## src/rtl/relu_tile_streamer_pkg.sv

```systemverilog
// Shared constants for the ReLU tile streamer: word/tile geometry and fp32 sign handling.
package relu_tile_streamer_pkg;

    localparam int W          = 32;
    localparam int N          = 3;
    localparam int TILE_WORDS = N * N;
    localparam int FP_SIGN_BIT = 31;
    localparam logic [31:0] FP_ZERO = 32'h0000_0000;

endpackage

```

## src/rtl/fp32_relu.sv

```systemverilog
// Combinational fp32 ReLU: any word with the sign bit set (including -0 and negative NaN) becomes +0.
module fp32_relu
    import relu_tile_streamer_pkg::*;
(
    input  logic         relu_en,
    input  logic [W-1:0] din,
    output logic [W-1:0] dout
);

    // Clamp sign-set words to +0 when enabled; otherwise pass through untouched.
    always_comb begin
        if (relu_en && din[FP_SIGN_BIT]) begin
            dout = FP_ZERO;
        end else begin
            dout = din;
        end
    end

endmodule

```

## src/rtl/relu_tile_streamer.sv

```systemverilog
// Captures 3x3 fp32 result tiles into a ping-pong buffer pair, optionally applies ReLU,
// and streams the words one per cycle over a valid/ready handshake.
module relu_tile_streamer
    import relu_tile_streamer_pkg::*;
#(
    parameter int W = relu_tile_streamer_pkg::W,
    parameter int N = relu_tile_streamer_pkg::N
) (
    input  logic             clk,
    input  logic             reset,
    input  logic [W*N*N-1:0] conv_out_final,
    input  logic             conv_valid,
    output logic             conv_ready,
    input  logic             relu_en,
    output logic [W-1:0]     out_pixel,
    output logic             out_valid,
    input  logic             out_ready,
    output logic             out_row_end,
    output logic             out_last,
    output logic [15:0]      tile_count
);

    localparam int TILE  = N * N;
    localparam int IDX_W = $clog2(TILE);

    logic [W-1:0]     tile_buf_r [2][TILE];
    logic [W-1:0]     relu_word_s [TILE];
    logic             wr_sel_r;
    logic             rd_sel_r;
    logic [1:0]       occ_r;
    logic [IDX_W-1:0] idx_r;
    logic [15:0]      tile_count_r;
    logic             load_s;
    logic             xfer_s;
    logic             xfer_last_s;

    for (genvar k = 0; k < TILE; k++) begin : g_relu
        fp32_relu u_relu (
            .relu_en (relu_en),
            .din     (conv_out_final[W*k +: W]),
            .dout    (relu_word_s[k])
        );
    end

    // Handshake and output word decode from the current buffer/index state.
    always_comb begin
        conv_ready  = !reset && (occ_r < 2'd2);
        out_valid   = (occ_r != 2'd0);
        load_s      = conv_valid && conv_ready;
        xfer_s      = out_valid && out_ready;
        if (out_valid) begin
            out_pixel = tile_buf_r[rd_sel_r][idx_r];
        end else begin
            out_pixel = {W{1'b0}};
        end
        out_row_end = out_valid && ((int'(idx_r) % N) == (N - 1));
        out_last    = out_valid && (idx_r == IDX_W'(TILE - 1));
        xfer_last_s = xfer_s && out_last;
    end

    assign tile_count = tile_count_r;

    // Buffer capture, read pointer advance and occupancy bookkeeping; buffers are masked by occ, not cleared.
    always_ff @(posedge clk) begin
        if (reset) begin
            occ_r        <= 2'd0;
            idx_r        <= '0;
            wr_sel_r     <= 1'b0;
            rd_sel_r     <= 1'b0;
            tile_count_r <= 16'd0;
        end else begin
            if (load_s) begin
                for (int k = 0; k < TILE; k++) begin
                    tile_buf_r[wr_sel_r][k] <= relu_word_s[k];
                end
                wr_sel_r <= ~wr_sel_r;
            end else begin
                wr_sel_r <= wr_sel_r;
            end
            if (xfer_last_s) begin
                idx_r        <= '0;
                rd_sel_r     <= ~rd_sel_r;
                tile_count_r <= tile_count_r + 16'd1;
            end else if (xfer_s) begin
                idx_r        <= idx_r + IDX_W'(1);
            end else begin
                idx_r        <= idx_r;
            end
            // A load coinciding with a tile's final word leaves occupancy unchanged.
            case ({load_s, xfer_last_s})
                2'b10:   occ_r <= occ_r + 2'd1;
                2'b01:   occ_r <= occ_r - 2'd1;
                default: occ_r <= occ_r;
            endcase
        end
    end

endmodule

```

## config.mk

```make
export PLATFORM = sky130hd
export DESIGN_NAME = relu_tile_streamer
export DESIGN_NICKNAME = d
export VERILOG_FILES = /design/src/rtl/relu_tile_streamer_pkg.sv /design/src/rtl/fp32_relu.sv /design/src/rtl/relu_tile_streamer.sv
export SDC_FILE = /design/constraint.sdc
export NUM_CORES = 1
export LEC_CHECK = 0
export BUFFER_PORTS_ARGS = -buffer_cell sky130_fd_sc_hd__buf_2
export CAP_MARGIN = 30
export CORE_AREA = 2 2 322 324
export DETAILED_ROUTE_END_ITERATION = 7
export DIE_AREA = 0 0 324 326
export PLACE_DENSITY_LB_ADDON = 0.12
export SYNTH_ARGS = -nofsm -noshare
export SYNTH_HDL_FRONTEND = slang
export SYNTH_SLANG_ARGS = --single-unit
```

## constraint.sdc

```tcl
create_clock -name clk -period 21.9 [get_ports clk]
set_input_delay 3.285 -clock clk [delete_from_list [all_inputs] [get_ports clk]]
set_output_delay 3.285 -clock clk [all_outputs]
set_load 0.03 [all_outputs]
```

==> results of run 1 <==
==> metal layers <==
layer	vias up	GRT usage [%]	routed length (µm)
li1	6257	-	-
met1	7040	17.1	30400
met2	367	24.2	37700
met3	120	4.50	4930
met4	28	3.92	1850
met5	-	0	181
==> per-stage QoR <==
stage	hold slack [ns]	std cells	utilization, %	power, mW	instance area, µm²
floorplan	0.472	1420	-	1.47	25400
global placement	0.501	3084	27.9	1.55	28600
detailed placement	0.514	3085	27.9	1.56	28600
CTS	0.525	3215	30.1	2.74	30900
global route	0.563	3218	30.2	2.80	30900
finish	0.517	3221	30.2	2.69	30900
==> cells by family (layout without fill, tap and decap cells) <==
group,after synthesis,in the layout
AO/OA/AOI/OAI,86,86
XOR/XNOR,21,21
adder cells (fa/ha/maj),9,9
buffers and inverters,93,510
flip-flops,601,601
multiplexers,229,229
other,0,4
AND/OR/NAND/NOR,381,381
==> state kept, by name, summed over array words and instances, names as in the netlist, named ones only <==
register and count:
tile_buf_r 576, tile_count 16, idx_r 4, occ_r 2, rd_sel_r 1, wr_sel_r 1
==> where the power goes <==
group	internal [mW]	total, mW	switching (mW)	leakage, nW
sequential	1.31	1.33	0.0125	5.55
clock	0.676	1.16	0.485	1.10
combinational	0.0787	0.197	0.118	4.09
==> cells in the mapped netlist (2+ instances only) <==
cell type,number
nor2b_1,12
nand3_1,6
nor3_1,9
xor2_1,4
dfxtp_1,25
xnor2_1,17
or3_1,3
o22ai_1,2
o21ai_0,6
edfxtp_1,576
ha_1,9
and2_1,279
and3_1,2
nor2_1,24
inv_2,3
nand4_1,3
buf_2,24
mux2i_1,99
inv_1,5
buf_1,2
mux4_2,128
nand2_1,27
clkbuf_1,43
a21oi_1,5
o22a_1,32
buf_4,6
nor4_1,2
nor4_2,5
nand2b_1,2
o21ai_1,32
and4_1,2
mux2_2,2
buf_6,10
==> layout make-up <==
type | instances | share of cell area, %
sequential | 601 | 57.5
multi-input combinational | 726 | 22.9
timing repair buffer | 372 | 6.49
clock buffer | 92 | 6.27
tap | 1380 | 5.58
clock inverter | 38 | 1.08
inverter | 8 | 0.105
antenna | 4 | 0.0323
==> tightest hold or removal path, stage by stage, from the launching register on <==
cell and delay (ns):
dfxtp_1 0.34, nand2_1 0.07, a21oi_1 0.06
==> path summary, 6_finish.rpt <==
kind / endpoint / from / slack, ns
worst max-delay path: out_pixel[21] / flip-flop / 14.39
worst min-delay path: tile_count[1] / tile_count[1] / 0.52
worst max register to register: tile_buf_r[1][25] / occ_r[1] / 18.68
worst min register to register: tile_count[1] / tile_count[1] / 0.52
==> flow_metrics.tcl, run 1 <==
set metrics [dict create \
    syn_area_um2 25400 \
    grt_pass1_vias 15200 \
    wl_um 75100 \
    cts-root-buf "clkbuf_16" \
    p_leak_nw 10.7 \
    synthMuxAreaShare_pct 15.4 \
    cts_resized 0 \
    worstSetupPathType "reg2out" \
    finalCriticalPeriod_ns 7.51 \
    status "finished, final reports clean" \
    synth_compound_area_share_pct 2.33 \
    nets 2085 \
    cts_setup_buffers 0 \
    drive_gt1_share_pct 33.5 \
    synthTopCellsByArea "edfxtp_1 68%, mux4_2 11%, and2_1 6.9%" \
    mostFrequentLayoutCell "edfxtp_1" \
    rows 118 \
    start_kind "flip-flop" \
    path_cells "buf_4, buf_4, mux4_2, mux2i_1, o22a_1, o21ai_1, buf_2" \
    worst-path-stages 7 \
    timing.fmax_ghz 0.133 \
    clk_latency_ns 0.64 \
    regArea_um2 17800 \
    gr-total-overflow 0 \
    grt_start_max_net_pins 162 \
    synth_edf_count 576 \
    fillers 10300 \
    vias_per_cell 4.29 \
    antenna_left 0 \
    fin_ws_ns 14.39 \
    cp.required_ns 18.62 \
    core_area_um2 103000 \
    synthXorXnorAreaFrac_pct 0.725 \
    worstPathMaxFanout 37 \
    mostFrequentLayoutCells "576 x edfxtp_1, 344 x buf_2, 279 x and2_1" \
    yosys_most_used_dff "edfxtp_1" \
    synthSimpleGateAreaFrac_pct 9.06 \
    finalCritPeriodShare_pct 34.3 \
    vias 13800 \
    dieArea_um2 106000 \
    tightest_slew_ns 1.44 \
    multiInputGateArea_um2 7090 \
    hold_class "reg2reg" \
    synth_cell_type_count 47 \
    synth_top_cell_area_share_pct 68.2 \
    yosysSeqAreaShare_pct 70.2 \
    initial_core_util_pct 24.7 \
    cts_num_sinks 601 \
    crit_path_end_kind "primary output" \
    fin_skew_ns 0.0182 \
    yosysWarningCount 0 \
    maxCapViolCount 0 \
    irDropWorstVdd_v 0.0000497 \
    areaGrowthSynthToFinish_pct 22.1 \
    grt_pass1_wl_um 107000 \
    dr.pass1.iters 4 \
    critPathSlowestCell "buf_4" \
    rsz0062_at_grt "false" \
    synth_cells 1420 \
    ff2ff_path_depth 4 \
    synth_fa_ha_area_share_pct 0.444 \
    slew_headroom_pct 4.30 \
    numCtsBuffers 74 \
    setup_tns_ns 0 \
    dr.first_iter.drc_count 838 \
    path_buf_inv 3 \
    antenna_found_initial 23 \
    critPathMaxStageDelay_ns 0.70 \
    crit_family "buffers and inverters" \
    synth_top_family_by_area "multiplexers" \
    synth_top_area_cell "edfxtp_1" \
    wl_per_cell_um 23.3 \
    path_common_cell "buf_4" \
    die-width_um 324 \
    cp.arrival_ns 4.22 \
    dpl_worst_slack_ns 14.51 \
    setup_viol 0 \
    async_flop_share_pct 0 \
    place.gp.congestion 0.747 \
    syn_avg_cell_area_um2 17.9 \
    gr-usage-all-layers_pct 14.2 \
    clock_path_buffers 3 \
    drv_slew 0 \
    finalHoldViolations 0 \
    syn-num-nets 1722 \
    synth_seq_cells 601 \
    path_clk_slew_ns 0.06 \
    dp_hpwl_um 48600 \
    die_y_um 326 \
    holdBufCountCts 0 \
    cts_tree "done" \
    port_buffers 344 \
    drc 0 \
    htreeDepth 3 \
    p_per_area_nw_per_um2 86.8 \
    hold_path_depth 2 \
    num_io_pins 345 \
]
Power figures use the tool's default switching activity.
==> run 2: changes to the inputs <==
Settings changed: ABC_AREA from default to 1, CORE_AREA 2 2 322 324 to 2 2 327 329, DIE_AREA 0 0 324 326 to 0 0 329 331.
Clock period 21.9 ns to 6.8 ns, I/O delays scaled along.
==> flow_metrics.tcl, run 2 <==
set metrics [dict create \
    status "finished, final reports clean" \
    cp.required_ns 5.78 \
    dieArea_um2 109000 \
    die_y_um 331 \
    crit_path_end_kind "primary output" \
    synth_top_cell_area_share_pct 65.9 \
    tightest_slew_ns 1.02 \
    drive_gt1_share_pct 17.4 \
    die-width_um 329 \
    worstHoldStart "tile_count[15]" \
    syn_avg_cell_area_um2 10.5 \
    grt_pass1_wl_um 134000 \
    clk_latency_ns 0.60 \
    finalCriticalPeriod_ns 5.08 \
    mostFrequentLayoutCell "edfxtp_1" \
    synth_cells 2502 \
    cts_tree "done" \
    diodes 0 \
    cts_setup_buffers 0 \
    wl_um 93900 \
    port_buffers 344 \
    highest_layer "met4" \
    dpl_worst_slack_ns 2.28 \
    cp.arrival_ns 4.06 \
    async_flop_share_pct 0 \
    setup_viol 0 \
    wl_met2_um 43500 \
    slew_headroom_pct 32.2 \
    worstSetupPathType "reg2out" \
    antenna_found_initial 0 \
    path_clk_slew_ns 0.05 \
    numCtsBuffers 72 \
    yosysMostFrequentCell "edfxtp_1" \
    syn-num-nets 2804 \
    yosys_most_used_dff "edfxtp_1" \
    clock_path_buffers 3 \
    dr_wl_met3_um 5200 \
    num_io_pins 345 \
    finalCritPeriodShare_pct 74.7 \
    worstPathMaxFanout 55 \
    vias 19300 \
    synth_cell_type_count 43 \
    holdBufCountCts 0 \
    placed_cells 4119 \
    synth_edf_count 576 \
    timing.fmax_ghz 0.197 \
    place_area_um2 29500 \
    synthTopCellsByArea "edfxtp_1 66%, nor2_1 8.1%, o21ai_0 5.0%" \
    antenna_left 0 \
    rsz0062_at_grt "false" \
    fin_ws_ns 1.72 \
    wl_per_cell_um 22.1 \
    final_area_um2 31800 \
    syn_area_um2 26200 \
    finalHoldViolations 0 \
    cts_num_sinks 601 \
    dr.first_iter.drc_count 1281 \
    core_area_um2 105000 \
    areaGrowthSynthToFinish_pct 21.0 \
    vias_per_cell 4.54 \
    drv_slew 0 \
    largest-register "tile_buf_r" \
    cp-endpoint "out_row_end" \
    maxCapViolCount 0 \
    synth_seq_cells 601 \
    fin_util_pct 30.2 \
    cts_resized 0 \
    nets 3104 \
    dr.pass1.iters 5 \
    rr_startpoint "idx_r[0]" \
    grt_pass1_vias 20200 \
    cts-root-buf "clkbuf_16" \
    p_per_area_nw_per_um2 276 \
    yosysWarningCount 0 \
    gr-usage-all-layers_pct 16.9 \
    yosysSeqAreaShare_pct 67.8 \
    instances_no_fill 4247 \
    wl_met1_um 42500 \
    ff2ff_setup_slack_ns 3.80 \
    setup_tns_ns 0 \
    dp_hpwl_um 61700 \
    ff2ff_path_depth 11 \
    drc 0 \
    r2r-end "occ_r[1]" \
    grt_start_max_net_pins 161 \
    gr-total-overflow 0 \
    initial_core_util_pct 25.0 \
    fin_skew_ns 0.0142 \
    irDropWorstVdd_v 0.000123 \
    place.gp.congestion 0.765 \
    yosys-top-cells-count "576 x edfxtp_1, 568 x nor2_1, 324 x inv_1" \
    htreeDepth 3 \
    rows 119 \
    largest_reg_flops 576 \
    start_kind "flip-flop" \
    p_leak_nw 12.7 \
    mostFrequentLayoutCells "576 x edfxtp_1, 565 x nor2_1, 344 x buf_2" \
    synth_top_area_cell "edfxtp_1" \
    startpoint "idx_r[0]" \
    hold_class "reg2reg" \
]
[run 2: worst max-delay path, cell delays in order, from the launching register on]
cell and delay, ns:
dfxtp_4 0.77, inv_4 0.47, ha_1 0.36, nand2_1 0.14, nand4_1 0.15, nand2_1 0.13
inv_2 0.05, ha_1 0.21, nor2_2 0.18, nand3_1 0.09, nand2_1 0.08, nand2_1 0.05
nor2_1 0.10, nand2_1 0.06, nor2_1 0.22, buf_2 0.25
[run 2: where the power goes]
part	switching (mW)	leakage (nW)	internal, mW	total (mW)
Combinational	0.506	5.99	0.196	0.702
Clock	1.50	1.11	2.30	3.79
Sequential	0.0376	5.55	4.22	4.26
[run 2: logic make-up (layout without fill, tap and decap cells)]
kind of cell,Yosys count,in the layout,share of synthesized area [%]
flip-flops,601,601,67.8
buffers and inverters,479,833,7.10
AND/OR/NAND/NOR,930,930,14.0
AO/OA/AOI/OAI,475,475,10.4
XOR/XNOR,8,8,0.267
adder cells (fa/ha/maj),9,9,0.429
[run 2: area by class of cell]
class	count	area, µm²
timing repair buffer	374	2050
clock inverter	26	304
clock buffer	102	1990
multi-input combinational	1422	6610
inverter	331	1250
fill	11000	73200
tap	1391	1740
sequential	601	17800
[run 2: metal layers]
metal  GRT usage [%]  vias to the layer above
li1                -                     9068
met1            23.0                     9505
met2            27.4                      588
met3            2.75                      102
met4            5.75                        0
met5               0                        -
[run 2: metrics by stage]
stage          hold slack (ns)  power, mW
3_5_place_dp             0.462       5.05
2_1_floorplan            0.472       4.70
4_1_cts                  0.473       8.89
3_3_place_gp             0.464       5.04
6_report                 0.470       8.75
5_1_grt                  0.504       9.09
[run 2: how the worst min path moves through the flow]
stage | depth (start not counted) | to | slack (ns)
3_3_place_gp | 2 | tile_count[15] | 0.46
4_1_cts | 2 | tile_count[15] | 0.47
2_1_floorplan | 2 | flip-flop | 0.47
5_1_grt | 2 | tile_count[15] | 0.50
6_report | 2 | tile_count[15] | 0.47
3_5_place_dp | 2 | tile_count[15] | 0.46
==> run 3: changes to the inputs <==
Settings changed: ABC_AREA 1 to 0, CORE_AREA 2 2 327 329 to 2 2 322 324, DIE_AREA 0 0 329 331 to 0 0 324 326.
Clock period 6.8 ns to 4.8 ns, I/O delays scaled along.
==> flow_metrics.tcl, run 3 (same netlist as run 1, synthesis figures left out) <==
set metrics [dict create \
    status "finished, final reports clean" \
    path_clk_slew_ns 0.06 \
    cts_tree "done" \
    cts_num_sinks 601 \
    place.gp.congestion 0.749 \
    tightest_slew_ns 0.917 \
    finalCriticalPeriod_ns 4.39 \
    cts_setup_buffers 0 \
    initial_core_util_pct 24.7 \
    worstSetupPathType "reg2out" \
    core_area_um2 103000 \
    gr-total-overflow 0 \
    nets 2087 \
    num_io_pins 345 \
    rows 118 \
    cts-root-buf "clkbuf_16" \
    crit_path_end_kind "primary output" \
    r2r-end "occ_r[1]" \
    drv_slew 0 \
    ff2ff_setup_slack_ns 2.35 \
    die-width_um 324 \
    finalHoldViolations 0 \
    dp_hpwl_um 48700 \
    numCtsBuffers 73 \
    grt_pass1_wl_um 106000 \
    cp-endpoint "out_row_end" \
    placed_cells 3090 \
    drc 0 \
    drive_gt1_share_pct 34.1 \
    critPathMaxStageDelay_ns 0.65 \
    rr_startpoint "idx_r[0]" \
    cp.required_ns 4.08 \
    dr.pass1.iters 4 \
    irDropWorstVdd_v 0.000243 \
    dieArea_um2 106000 \
    htreeDepth 3 \
    maxCapViolCount 0 \
    worstPathMaxFanout 29 \
    path_common_cell "ha_1" \
    mostFrequentLayoutCell "edfxtp_1" \
    gr-usage-all-layers_pct 14.1 \
    die_y_um 326 \
    instances_no_fill 3221 \
    cp.arrival_ns 3.67 \
    hold_class "in2reg" \
    clk_latency_ns 0.63 \
    finalCritPeriodShare_pct 91.5 \
    clock_path_buffers 3 \
    areaGrowthSynthToFinish_pct 22.8 \
    critPathSlowestCell "dfxtp_4" \
    dr.first_iter.drc_count 798 \
    grt_start_max_net_pins 98 \
    mostFrequentLayoutCells "576 x edfxtp_1, 344 x buf_2, 279 x and2_1" \
    path_cells "inv_1, ha_1, a211oi_1, a41oi_1, xnor2_1, ha_1, nand2_1, nor4_1, mux2i_1, a211oi_2, buf_2" \
    startpoint "idx_r[0]" \
    wl_per_cell_um 23.2 \
    wl_um 74700 \
    p_leak_nw 10.8 \
    largest_reg_flops 576 \
    fin_skew_ns 0.0295 \
    rsz0062_at_grt "false" \
    grt_pass1_vias 15100 \
    ff2ff_path_depth 7 \
    antenna_found_initial 13 \
    slew_headroom_pct 38.9 \
    timing.fmax_ghz 0.228 \
    vias 13800 \
    setup_viol 0 \
    antenna_left 0 \
    port_buffers 344 \
    start_kind "flip-flop" \
    whs_ns 0.387 \
    vias_per_cell 4.28 \
    p_per_area_nw_per_um2 400 \
    largest-register "tile_buf_r" \
]
run 3: cell types whose count changed in the layout (fill, tap and decap cells not counted), moves of 128 or more:
cell	change
nand2_1	-252
and2_1	+279
mux4_2	+128
o21ai_0	-255
nor2_1	-543
inv_1	-318
run 3: where the power goes:
group	internal [mW]	switching (mW)	leakage, nW
sequential	5.99	0.0501	5.55
clock	3.29	2.20	1.15
combinational	0.363	0.549	4.12
total	9.65	2.80	10.8
run 3: area by class of cell:
| cell class | count | area (µm²) |
|---|---|---|
| Fill cell | 10200 | 71500 |
| Clock buffer | 91 | 1940 |
| Antenna cell | 4 | 10.0 |
| Inverter | 8 | 32.5 |
| Multi-Input combinational cell | 726 | 7110 |
| Tap cell | 1380 | 1730 |
| Clock inverter | 36 | 414 |
| Sequential cell | 601 | 17800 |
| Timing Repair Buffer | 375 | 2100 |
run 3: worst min-delay path by stage:
stage / from / end / slack, ns / cells past startpoint
final: conv_out_final[153] / tile_buf_r[0][153] / 0.39 / 2
after global routing: conv_out_final[262] / tile_buf_r[1][6] / 0.35 / 2
after CTS: conv_out_final[153] / tile_buf_r[0][153] / 0.32 / 2
after detailed placement: tile_count[1] / tile_count[1] / 0.49 / 2
after global placement: tile_count[1] / tile_count[1] / 0.49 / 2
after floorplan: rd_sel_r / flip-flop / 0.48 / 2
run 3: through the flow:
stage	util, %	worst slack, ns	TNS (ns)	power [mW]	area [µm²]
3_3_place_gp	28.0	0.969	0	7.09	28800
6_report	30.3	0.407	0	12.4	31100
2_1_floorplan	-	-1.14	-415.61	6.67	25400
4_1_cts	30.3	0.289	0	12.7	31100
5_1_grt	30.3	0.0660	0	12.9	31100
3_5_place_dp	28.0	0.989	0	7.11	28800
run 3: repair_timing:
action | in CTS | in global routing
hold buffers | 0 | 0
endpoints found under the setup margin | 0 | 1
resized for setup | 0 | 1
run 3: layer usage:
| metal | vias to the layer above | global-route usage, % | routed length [µm] | part of all wire, % |
|---|---|---|---|---|
| met2 | 339 | 24.3 | 37800 | 51 |
| li1 | 6256 | - | - | - |
| met4 | 18 | 3.54 | 1640 | 2.2 |
| met5 | - | 0 | 116 | 0.16 |
| met3 | 115 | 4.08 | 4430 | 5.9 |
| met1 | 7050 | 17.1 | 30700 | 41 |
run 3: critical path, delay by kind of cell (launching register included):
kind            cells  cell delay, ns
flops               1            0.65
fa+ha+maj           2            0.62
compound gates      3            0.57
buf+inv             2            0.48
simple gates        2            0.37
xor+xnor            1            0.21
mux                 1            0.13
